`src/rtl/vga_timing_if.sv`:
```
// VGA timing bus: renderer-facing colour/position and pad-facing sync/colour.
// slave = timing generator side, master = renderer/pad side.
interface vga_timing_if;
  logic       en;
  logic [9:0] x;
  logic [9:0] y;
  logic [1:0] r_in;
  logic [1:0] g_in;
  logic [1:0] b_in;
  logic [1:0] r;
  logic [1:0] g;
  logic [1:0] b;
  logic       hs;
  logic       vs;
  logic       de;
  logic       frame_start;

  modport slave (
    input  en, r_in, g_in, b_in,
    output x, y, r, g, b, hs, vs, de, frame_start
  );

  modport master (
    output en, r_in, g_in, b_in,
    input  x, y, r, g, b, hs, vs, de, frame_start
  );
endinterface

```
`src/rtl/vga_timing.sv`:
```
// VGA raster timing generator with registered sync/colour outputs.
// Optional VGA_BORDER_EN forces a white frame border on active pixels.
module vga_timing #(
  parameter int H_ACTIVE = 640,
  parameter int H_FP     = 16,
  parameter int H_SYNC   = 96,
  parameter int H_BP     = 48,
  parameter int V_ACTIVE = 480,
  parameter int V_FP     = 10,
  parameter int V_SYNC   = 2,
  parameter int V_BP     = 33
) (
  input  logic         clk,
  input  logic         rst_n,
  vga_timing_if.slave  vif
);

  localparam int H_TOTAL = H_ACTIVE + H_FP + H_SYNC + H_BP;
  localparam int V_TOTAL = V_ACTIVE + V_FP + V_SYNC + V_BP;

  // Last count of each phase; the state moves on the following cycle.
  localparam logic [9:0] H_A_END = 10'(H_ACTIVE - 1);
  localparam logic [9:0] H_F_END = 10'(H_ACTIVE + H_FP - 1);
  localparam logic [9:0] H_S_END = 10'(H_ACTIVE + H_FP + H_SYNC - 1);
  localparam logic [9:0] H_LAST  = 10'(H_TOTAL - 1);
  localparam logic [9:0] V_A_END = 10'(V_ACTIVE - 1);
  localparam logic [9:0] V_F_END = 10'(V_ACTIVE + V_FP - 1);
  localparam logic [9:0] V_S_END = 10'(V_ACTIVE + V_FP + V_SYNC - 1);
  localparam logic [9:0] V_LAST  = 10'(V_TOTAL - 1);

  typedef enum logic [1:0] {
    ACTIVE,
    FRONT,
    SYNC,
    BACK
  } phase_e;

  logic [9:0] hc_q, hc_d;
  logic [9:0] vc_q, vc_d;
  phase_e     hst_q, hst_d;
  phase_e     vst_q, vst_d;

  logic [5:0] rgb_q, rgb_d;
  logic       hs_q, hs_d;
  logic       vs_q, vs_d;
  logic       de_q, de_d;
  logic       fs_q, fs_d;

  logic       hwrap;
  logic       vwrap;
  logic [5:0] pix;

  assign hwrap = (hc_q == H_LAST);
  assign vwrap = (vc_q == V_LAST);

`ifdef VGA_BORDER_EN
  logic border;
  assign border = (hc_q == '0) || (hc_q == H_A_END) ||
                  (vc_q == '0) || (vc_q == V_A_END);
  assign pix = border ? 6'h3f : {vif.r_in, vif.g_in, vif.b_in};
`else
  assign pix = {vif.r_in, vif.g_in, vif.b_in};
`endif

  always_comb begin
    hc_d  = hc_q;
    vc_d  = vc_q;
    hst_d = hst_q;
    vst_d = vst_q;
    if (vif.en) begin
      hc_d = hwrap ? '0 : hc_q + 10'd1;
      unique case (hst_q)
        ACTIVE: if (hc_q == H_A_END) hst_d = FRONT;
        FRONT:  if (hc_q == H_F_END) hst_d = SYNC;
        SYNC:   if (hc_q == H_S_END) hst_d = BACK;
        BACK:   if (hwrap)           hst_d = ACTIVE;
        default: hst_d = ACTIVE;
      endcase
      if (hwrap) begin
        vc_d = vwrap ? '0 : vc_q + 10'd1;
        unique case (vst_q)
          ACTIVE: if (vc_q == V_A_END) vst_d = FRONT;
          FRONT:  if (vc_q == V_F_END) vst_d = SYNC;
          SYNC:   if (vc_q == V_S_END) vst_d = BACK;
          BACK:   if (vwrap)           vst_d = ACTIVE;
          default: vst_d = ACTIVE;
        endcase
      end
    end
  end

  // Sync follows the held phase even when stalled, so levels survive en=0.
  always_comb begin
    de_d  = vif.en && (hst_q == ACTIVE) && (vst_q == ACTIVE);
    hs_d  = (hst_q != SYNC);
    vs_d  = (vst_q != SYNC);
    fs_d  = vif.en && (hc_q == '0) && (vc_q == '0);
    rgb_d = de_d ? pix : '0;
  end

  always_ff @(posedge clk or negedge rst_n) begin
    if (!rst_n) begin
      hc_q  <= '0;
      vc_q  <= '0;
      hst_q <= ACTIVE;
      vst_q <= ACTIVE;
      rgb_q <= '0;
      hs_q  <= 1'b1;
      vs_q  <= 1'b1;
      de_q  <= 1'b0;
      fs_q  <= 1'b0;
    end else begin
      hc_q  <= hc_d;
      vc_q  <= vc_d;
      hst_q <= hst_d;
      vst_q <= vst_d;
      rgb_q <= rgb_d;
      hs_q  <= hs_d;
      vs_q  <= vs_d;
      de_q  <= de_d;
      fs_q  <= fs_d;
    end
  end

  assign vif.x           = hc_q;
  assign vif.y           = vc_q;
  assign vif.r           = rgb_q[5:4];
  assign vif.g           = rgb_q[3:2];
  assign vif.b           = rgb_q[1:0];
  assign vif.hs          = hs_q;
  assign vif.vs          = vs_q;
  assign vif.de          = de_q;
  assign vif.frame_start = fs_q;

endmodule

```
`src/flat_wrapper.sv`:
```
// flat-port wrapper written by rule: the top's interface ports become plain ports
module vga_timing_flat 
#(
  parameter int H_ACTIVE = 640,
  parameter int H_FP     = 16,
  parameter int H_SYNC   = 96,
  parameter int H_BP     = 48,
  parameter int V_ACTIVE = 480,
  parameter int V_FP     = 10,
  parameter int V_SYNC   = 2,
  parameter int V_BP     = 33
)
  (clk, rst_n, vif_en, vif_r_in, vif_g_in, vif_b_in, vif_x, vif_y, vif_r, vif_g, vif_b, vif_hs, vif_vs, vif_de, vif_frame_start);
  vga_timing_if vif_i ();
  input  logic clk;
  input  logic rst_n;
  input wire logic [$bits(vif_i.en)-1:0] vif_en;
  input wire logic [$bits(vif_i.r_in)-1:0] vif_r_in;
  input wire logic [$bits(vif_i.g_in)-1:0] vif_g_in;
  input wire logic [$bits(vif_i.b_in)-1:0] vif_b_in;
  output wire logic [$bits(vif_i.x)-1:0] vif_x;
  output wire logic [$bits(vif_i.y)-1:0] vif_y;
  output wire logic [$bits(vif_i.r)-1:0] vif_r;
  output wire logic [$bits(vif_i.g)-1:0] vif_g;
  output wire logic [$bits(vif_i.b)-1:0] vif_b;
  output wire logic [$bits(vif_i.hs)-1:0] vif_hs;
  output wire logic [$bits(vif_i.vs)-1:0] vif_vs;
  output wire logic [$bits(vif_i.de)-1:0] vif_de;
  output wire logic [$bits(vif_i.frame_start)-1:0] vif_frame_start;
  assign vif_i.en = vif_en;
  assign vif_i.r_in = vif_r_in;
  assign vif_i.g_in = vif_g_in;
  assign vif_i.b_in = vif_b_in;
  assign vif_x = vif_i.x;
  assign vif_y = vif_i.y;
  assign vif_r = vif_i.r;
  assign vif_g = vif_i.g;
  assign vif_b = vif_i.b;
  assign vif_hs = vif_i.hs;
  assign vif_vs = vif_i.vs;
  assign vif_de = vif_i.de;
  assign vif_frame_start = vif_i.frame_start;
  vga_timing #(.H_ACTIVE(H_ACTIVE), .H_FP(H_FP), .H_SYNC(H_SYNC), .H_BP(H_BP), .V_ACTIVE(V_ACTIVE), .V_FP(V_FP), .V_SYNC(V_SYNC), .V_BP(V_BP)) u_core (.clk(clk), .rst_n(rst_n), .vif(vif_i));
endmodule
```
`config.mk`:
```
export PLATFORM = sky130hd
export DESIGN_NAME = vga_timing_flat
export DESIGN_NICKNAME = d
export VERILOG_FILES = /design/src/rtl/vga_timing_if.sv /design/src/rtl/vga_timing.sv /design/src/flat_wrapper.sv
export SDC_FILE = /design/constraint.sdc
export NUM_CORES = 1
export LEC_CHECK = 0
export CORE_ASPECT_RATIO = 2
export CORE_MARGIN = 2
export CORE_UTILIZATION = 62
export DETAILED_ROUTE_END_ITERATION = 16
export DONT_BUFFER_PORTS = 1
export PLACE_DENSITY = 0.78
export SYNTH_ARGS = -nofsm -noshare
export SYNTH_HDL_FRONTEND = slang
export SYNTH_SLANG_ARGS = --single-unit
```
`constraint.sdc`:
```
create_clock -name clk -period 2.3 [get_ports clk]
set_input_delay 0.46 -clock clk [delete_from_list [all_inputs] [get_ports clk]]
set_output_delay 0.46 -clock clk [all_outputs]
set_load 0.005 [all_outputs]
```
After elaboration in Yosys (flattened, before gate mapping)
Index checks and enable logic that the tools add are counted.

Register bits after elaboration: 34. Output and inout bits: 30. Input bits: 9.

Reductions and logical operators: 11. Mux-type cells: 13. Equal/unequal tests: 24. $add $sub $neg: 2.

Operators with widths (count): 10-bit == test (second input constant) (5); 10-bit by 9-bit == test with 1-bit output (second input constant) (3); 10-bit by 1-bit adder with 10-bit output (second input constant) (2); 10-bit logical NOT (2); 10-bit two-way mux (2); 2-bit two-way mux (8); 2-bit by 1-bit inequality test with 1-bit output (second input constant) (8); 2-bit case mux with 4 select lines (2); 2-bit == test (second input constant) (4); 6-bit two-way mux (1); 6-bit AND reduction (1); 5-bit AND reduction (1); 2-bit by 1-bit == test with 1-bit output (second input constant) (2); 1-bit logical AND (4); 2-bit logical NOT (2); 2-bit inequality test (second input constant) (2); 2-bit AND reduction (1).

Longest topological paths before layout
Depth after elaboration: 4. Mapped depth: 7. Mapped depth without buffers: 7.

Least setup slack after synthesis
Ideal clock, no wire load.

Path type: flip-flop to flip-flop. Start point: register u_core.vc_q[0] (netlist: u_core.vif.y[0]). End point: register u_core.vst_q[1]. Path slack: 0.268 ns. Library setup time: 0.125 ns. Required time: 2.175 ns. Cell stages (with the launch flop): 7. Arrival: 1.907 ns. Path through: dfrtp_1 > inv_1 > ha_1 > or4b_4 > nor4_4 > o2111ai_2 > mux2_4.

Longest elaborated chain between the ends: 3. Elaborated cells on any way between the ends: 9.

RTL lines: start, declared (line vga_timing.sv:39) `logic [9:0] vc_q, vc_d;`; start signal, assigned (line vga_timing.sv:114) `vc_q <= vc_d;`; 10-bit by 9-bit == test with 1-bit output, or another cell as far along (line vga_timing.sv:82) `ACTIVE: if (vc_q == V_A_END) vst_d = FRONT;`; 2-bit by 1-bit inequality test with 1-bit output (no source line); 6-bit AND reduction (no source line) (*); end signal, assigned (line vga_timing.sv:116) `vst_q <= vst_d;`; end, declared (line vga_timing.sv:41) `phase_e vst_q, vst_d;`.

Mark *: on every way between the ends. The rest lies on a longest branch, timed or not. A chain may end at the register's enable or synchronous reset.

Worst setup path after layout
Start point: register u_core.hc_q[0] (netlist: u_core.vif.x[0]). End point: register u_core.vc_q[4] (netlist: u_core.vif.y[4]).

Longest elaborated chain between the ends: 2.

RTL lines: start, declared (line vga_timing.sv:38) `logic [9:0] hc_q, hc_d;`; start signal, assigned (line vga_timing.sv:103) `hc_q <= '0;`; start signal, assigned (line vga_timing.sv:113) `hc_q <= hc_d;`; 10-bit == test (line vga_timing.sv:53) `assign hwrap = (hc_q == H_LAST);`; 2-bit AND reduction (no source line).

No other way between the ends.

==> results.yml <==
layout:
  final_common_cell: "dfrtp_1"
  syn_to_final_growth_pct: 9.66
  fillers: 216
  final_area_mm2: 0.00196
  antenna_cells: 0
  nets: 207
  post-route-util: 0.717
  final-instance-count-excl-fill: 214
  final_cell_mix: "dfrtp_1 (32), nand2_1 (15), ha_1 (13), inv_1 (12), nor2_1 (11)"
  drive_above_1_share: 0.108
clocking:
  cts_hold_buf: 2
  cts.sinks: 34
  h-tree-depth: 2
  cts_resized: 0
  root_buffer: "clkbuf_8"
  cts_made_buffers: 5
  cts_setup_buffers: 0
  cts_tree: "done"
  clk_latency_ns: 0.29
  clk_pin_slew_ns: 0.07
  cts.path.max_buffers: 2
timing:
  finalSetupViolCount: 0
  final.min_clock_period_ns: 2.12
  finalWorstSetupSlack_ns: 0.180
  worst_pin_slew_ns: 0.393
  fin_skew_ns: 0.00571
  drv_slew: 0
  slew_headroom: 0.734
  fin_crit_sh: 0.922
  hold_viol: 0
  whs_ns: 0.00718
  tns_ns: 0
  rsz0062_at_grt: "no"
  fmax_mhz: 472
routing:
  initialDrtViolationCount: 31
  viasPerCell: 6.32
  via_count: 1353
  drc: 0
  wire_per_inst_um: 18.9
  wirelength_um: 4050
  ant_nets: 0
  dr.pass1.iters: 4
setup_path:
  path_class: "reg2reg"
  crit_fanout: 7
  path_cells: "ha_1, and3_1, and4_1, buf_4, nand2b_1, o31ai_1"
  critPathBufInv: 1
  max_stage_delay_ns: 0.47
  critPathLaunchType: "flip-flop"
  end_kind: "flip-flop"
  critPathTopFamily: "simple AND/OR/NAND/NOR gates"
  cp.arrival_ns: 2.30
  slowest_stage: "dfrtp_1"
  worstPathRequired_ns: 2.48
grt:
  antenna_found_initial: 0
  grt_pass1_vias: 1534
  grtUsageTotal: 0.278
  grt_overflow: 0
  grt_start_max_net_pins: 33
  grt_pass1_wl_um: 6980
placed_design:
  hpwl_um: 2960
  dp.cells: 204
  portBuffers: 0
  placed_area_mm2: 0.00184
  gp_congestion: 0.877
  preCtsSetupSlack_ns: 0.202
synth:
  synth_fa_ha_area_frac: 0.0910
  synth-seq-area-share: 0.477
  synthXorXnorAreaFrac: 0.0539
  ys_warn_count: 0
  muxShareOfSynthArea: 0.0322
  syn-num-nets: 197
  yosys.area_share.simple: 0.224
  synth_top_family_by_area: "simple AND/OR/NAND/NOR gates"
  synth_cells: 175
  avgSynthCellArea_um2: 10.2
  ys_seq_elements: 34
  synth_cell_type_count: 36
  synth_compound_area_frac: 0.0826
  syn_area_mm2: 0.00179
die:
  initial_core_util: 0.653
  die_area_mm2: 0.00336
  chipHeight_um: 79.9
  core_area_mm2: 0.00274
  io_pins: 39
  die_x_um: 42.0
  rows: 27
power_and_ir_drop:
  ir_drop_uv: 545
  p_leak_nw: 0.909
  p_total_mw: 1.37
  p_per_area_mw_per_mm2: 698
hold_path:
  hold_class: "in2async"
job:
  cap_viol_max_count: 0
status:
  status: "complete, no violations"
==> area by class of cell <==
type	instances	area (µm²)	share of cell area
clock buffer	7	76.3	0.0389
multi-input combinational	123	865	0.441
timing repair buffer	9	85.1	0.0434
tap	29	36.3	0.0185
sequential	34	853	0.435
inverter	12	45.0	0.0230
==> synthesized netlist by cell type <==
library cell   n  share of area
and2b_1        1         0.0042
mux2_4         1         0.0084
o21ai_0       10          0.028
xor2_1         5          0.024
dfrtp_1       32           0.45
a211oi_1       1         0.0042
o31ai_1        1         0.0042
mux2i_1        2          0.011
inv_1         12          0.025
nor3b_1        1         0.0042
o2111ai_2      1         0.0084
nor4_1         1         0.0035
clkbuf_1       4         0.0084
mux2_2         2          0.013
nand3b_1       1         0.0042
and2_1         7          0.024
nand4_1        8          0.028
and4_1         2         0.0098
nand3_1        8          0.022
nor4_4         1          0.012
a21oi_1        5          0.014
nor2_1        11          0.023
and3_1         7          0.024
or4b_4         1         0.0077
buf_2          2         0.0056
a31oi_1        2         0.0070
xnor2_1        6          0.029
nor4b_1        3          0.015
or3_1          1         0.0035
ha_1          13          0.091
nor3_1         1         0.0028
nand2b_1       1         0.0035
dfstp_2        2          0.029
nand2_1       15          0.031
o22ai_1        2         0.0070
o41ai_1        2         0.0098
==> metal layers <==
layer / global-route usage / vias up / wire, µm
met4: 0.171 / 0 / 129
met3: 0.0679 / 13 / 175
li1: - / 624 / -
met2: 0.495 / 39 / 2370
met5: 0 / - / 0
met1: 0.281 / 677 / 1370
==> sequential cells by signal (all words and copies together), names as in the netlist <==
name,cells
u_core.vif.x,10
u_core.vif.y,10
u_core.rgb_q,6
u_core.hst_q,2
u_core.vst_q,2
u_core.vif.de,1
u_core.vif.frame_start,1
u_core.vif.hs,1
u_core.vif.vs,1
==> report_power, final <==
| group | switching (mW) | total [mW] | internal (mW) |
|---|---|---|---|
| combinational | 0.0931 | 0.182 | 0.0887 |
| sequential | 0.121 | 0.774 | 0.654 |
| clock | 0.203 | 0.411 | 0.208 |
==> worst reg2reg max path: stages, from the launching register on <==
cell	delay, ns
dfrtp_1	0.47
ha_1	0.24
and3_1	0.30
and4_1	0.42
buf_4	0.22
nand2b_1	0.10
o31ai_1	0.26
==> cells by family (layout without fill, tap and decap cells) <==
logic type                 after synthesis  count (layout)
muxes                                    5               5
and+or+nand+nor                         70              70
xor gates and xnor gates                11              11
DFF                                     34              34
AOI/OAI and AO/OA                       24              24
adders and majority gates               13              13
buffers and inverters                   18              28
==> path summary, 6_finish.rpt <==
check	slack (ns)	from	depth (start not counted)	end
max	0.18	u_core.vif.x[0]$_DFFE_PN0P_	6	u_core.vif.y[4]$_DFFE_PN0P_
min	0.007	rst_n	0	u_core.vif.vs$_DFF_PN1_
max reg2reg	0.18	u_core.vif.x[0]$_DFFE_PN0P_	6	u_core.vif.y[4]$_DFFE_PN0P_
min reg2reg	0.57	u_core.vif.y[8]$_DFFE_PN0P_	1	u_core.vif.y[8]$_DFFE_PN0P_
max in group asynchronous	1.51	rst_n	2	u_core.vif.x[1]$_DFFE_PN0P_
min in group clk	0.29	vif_en	1	u_core.vif.x[1]$_DFFE_PN0P_
Note: power is estimated with default switching activity, not from simulation.
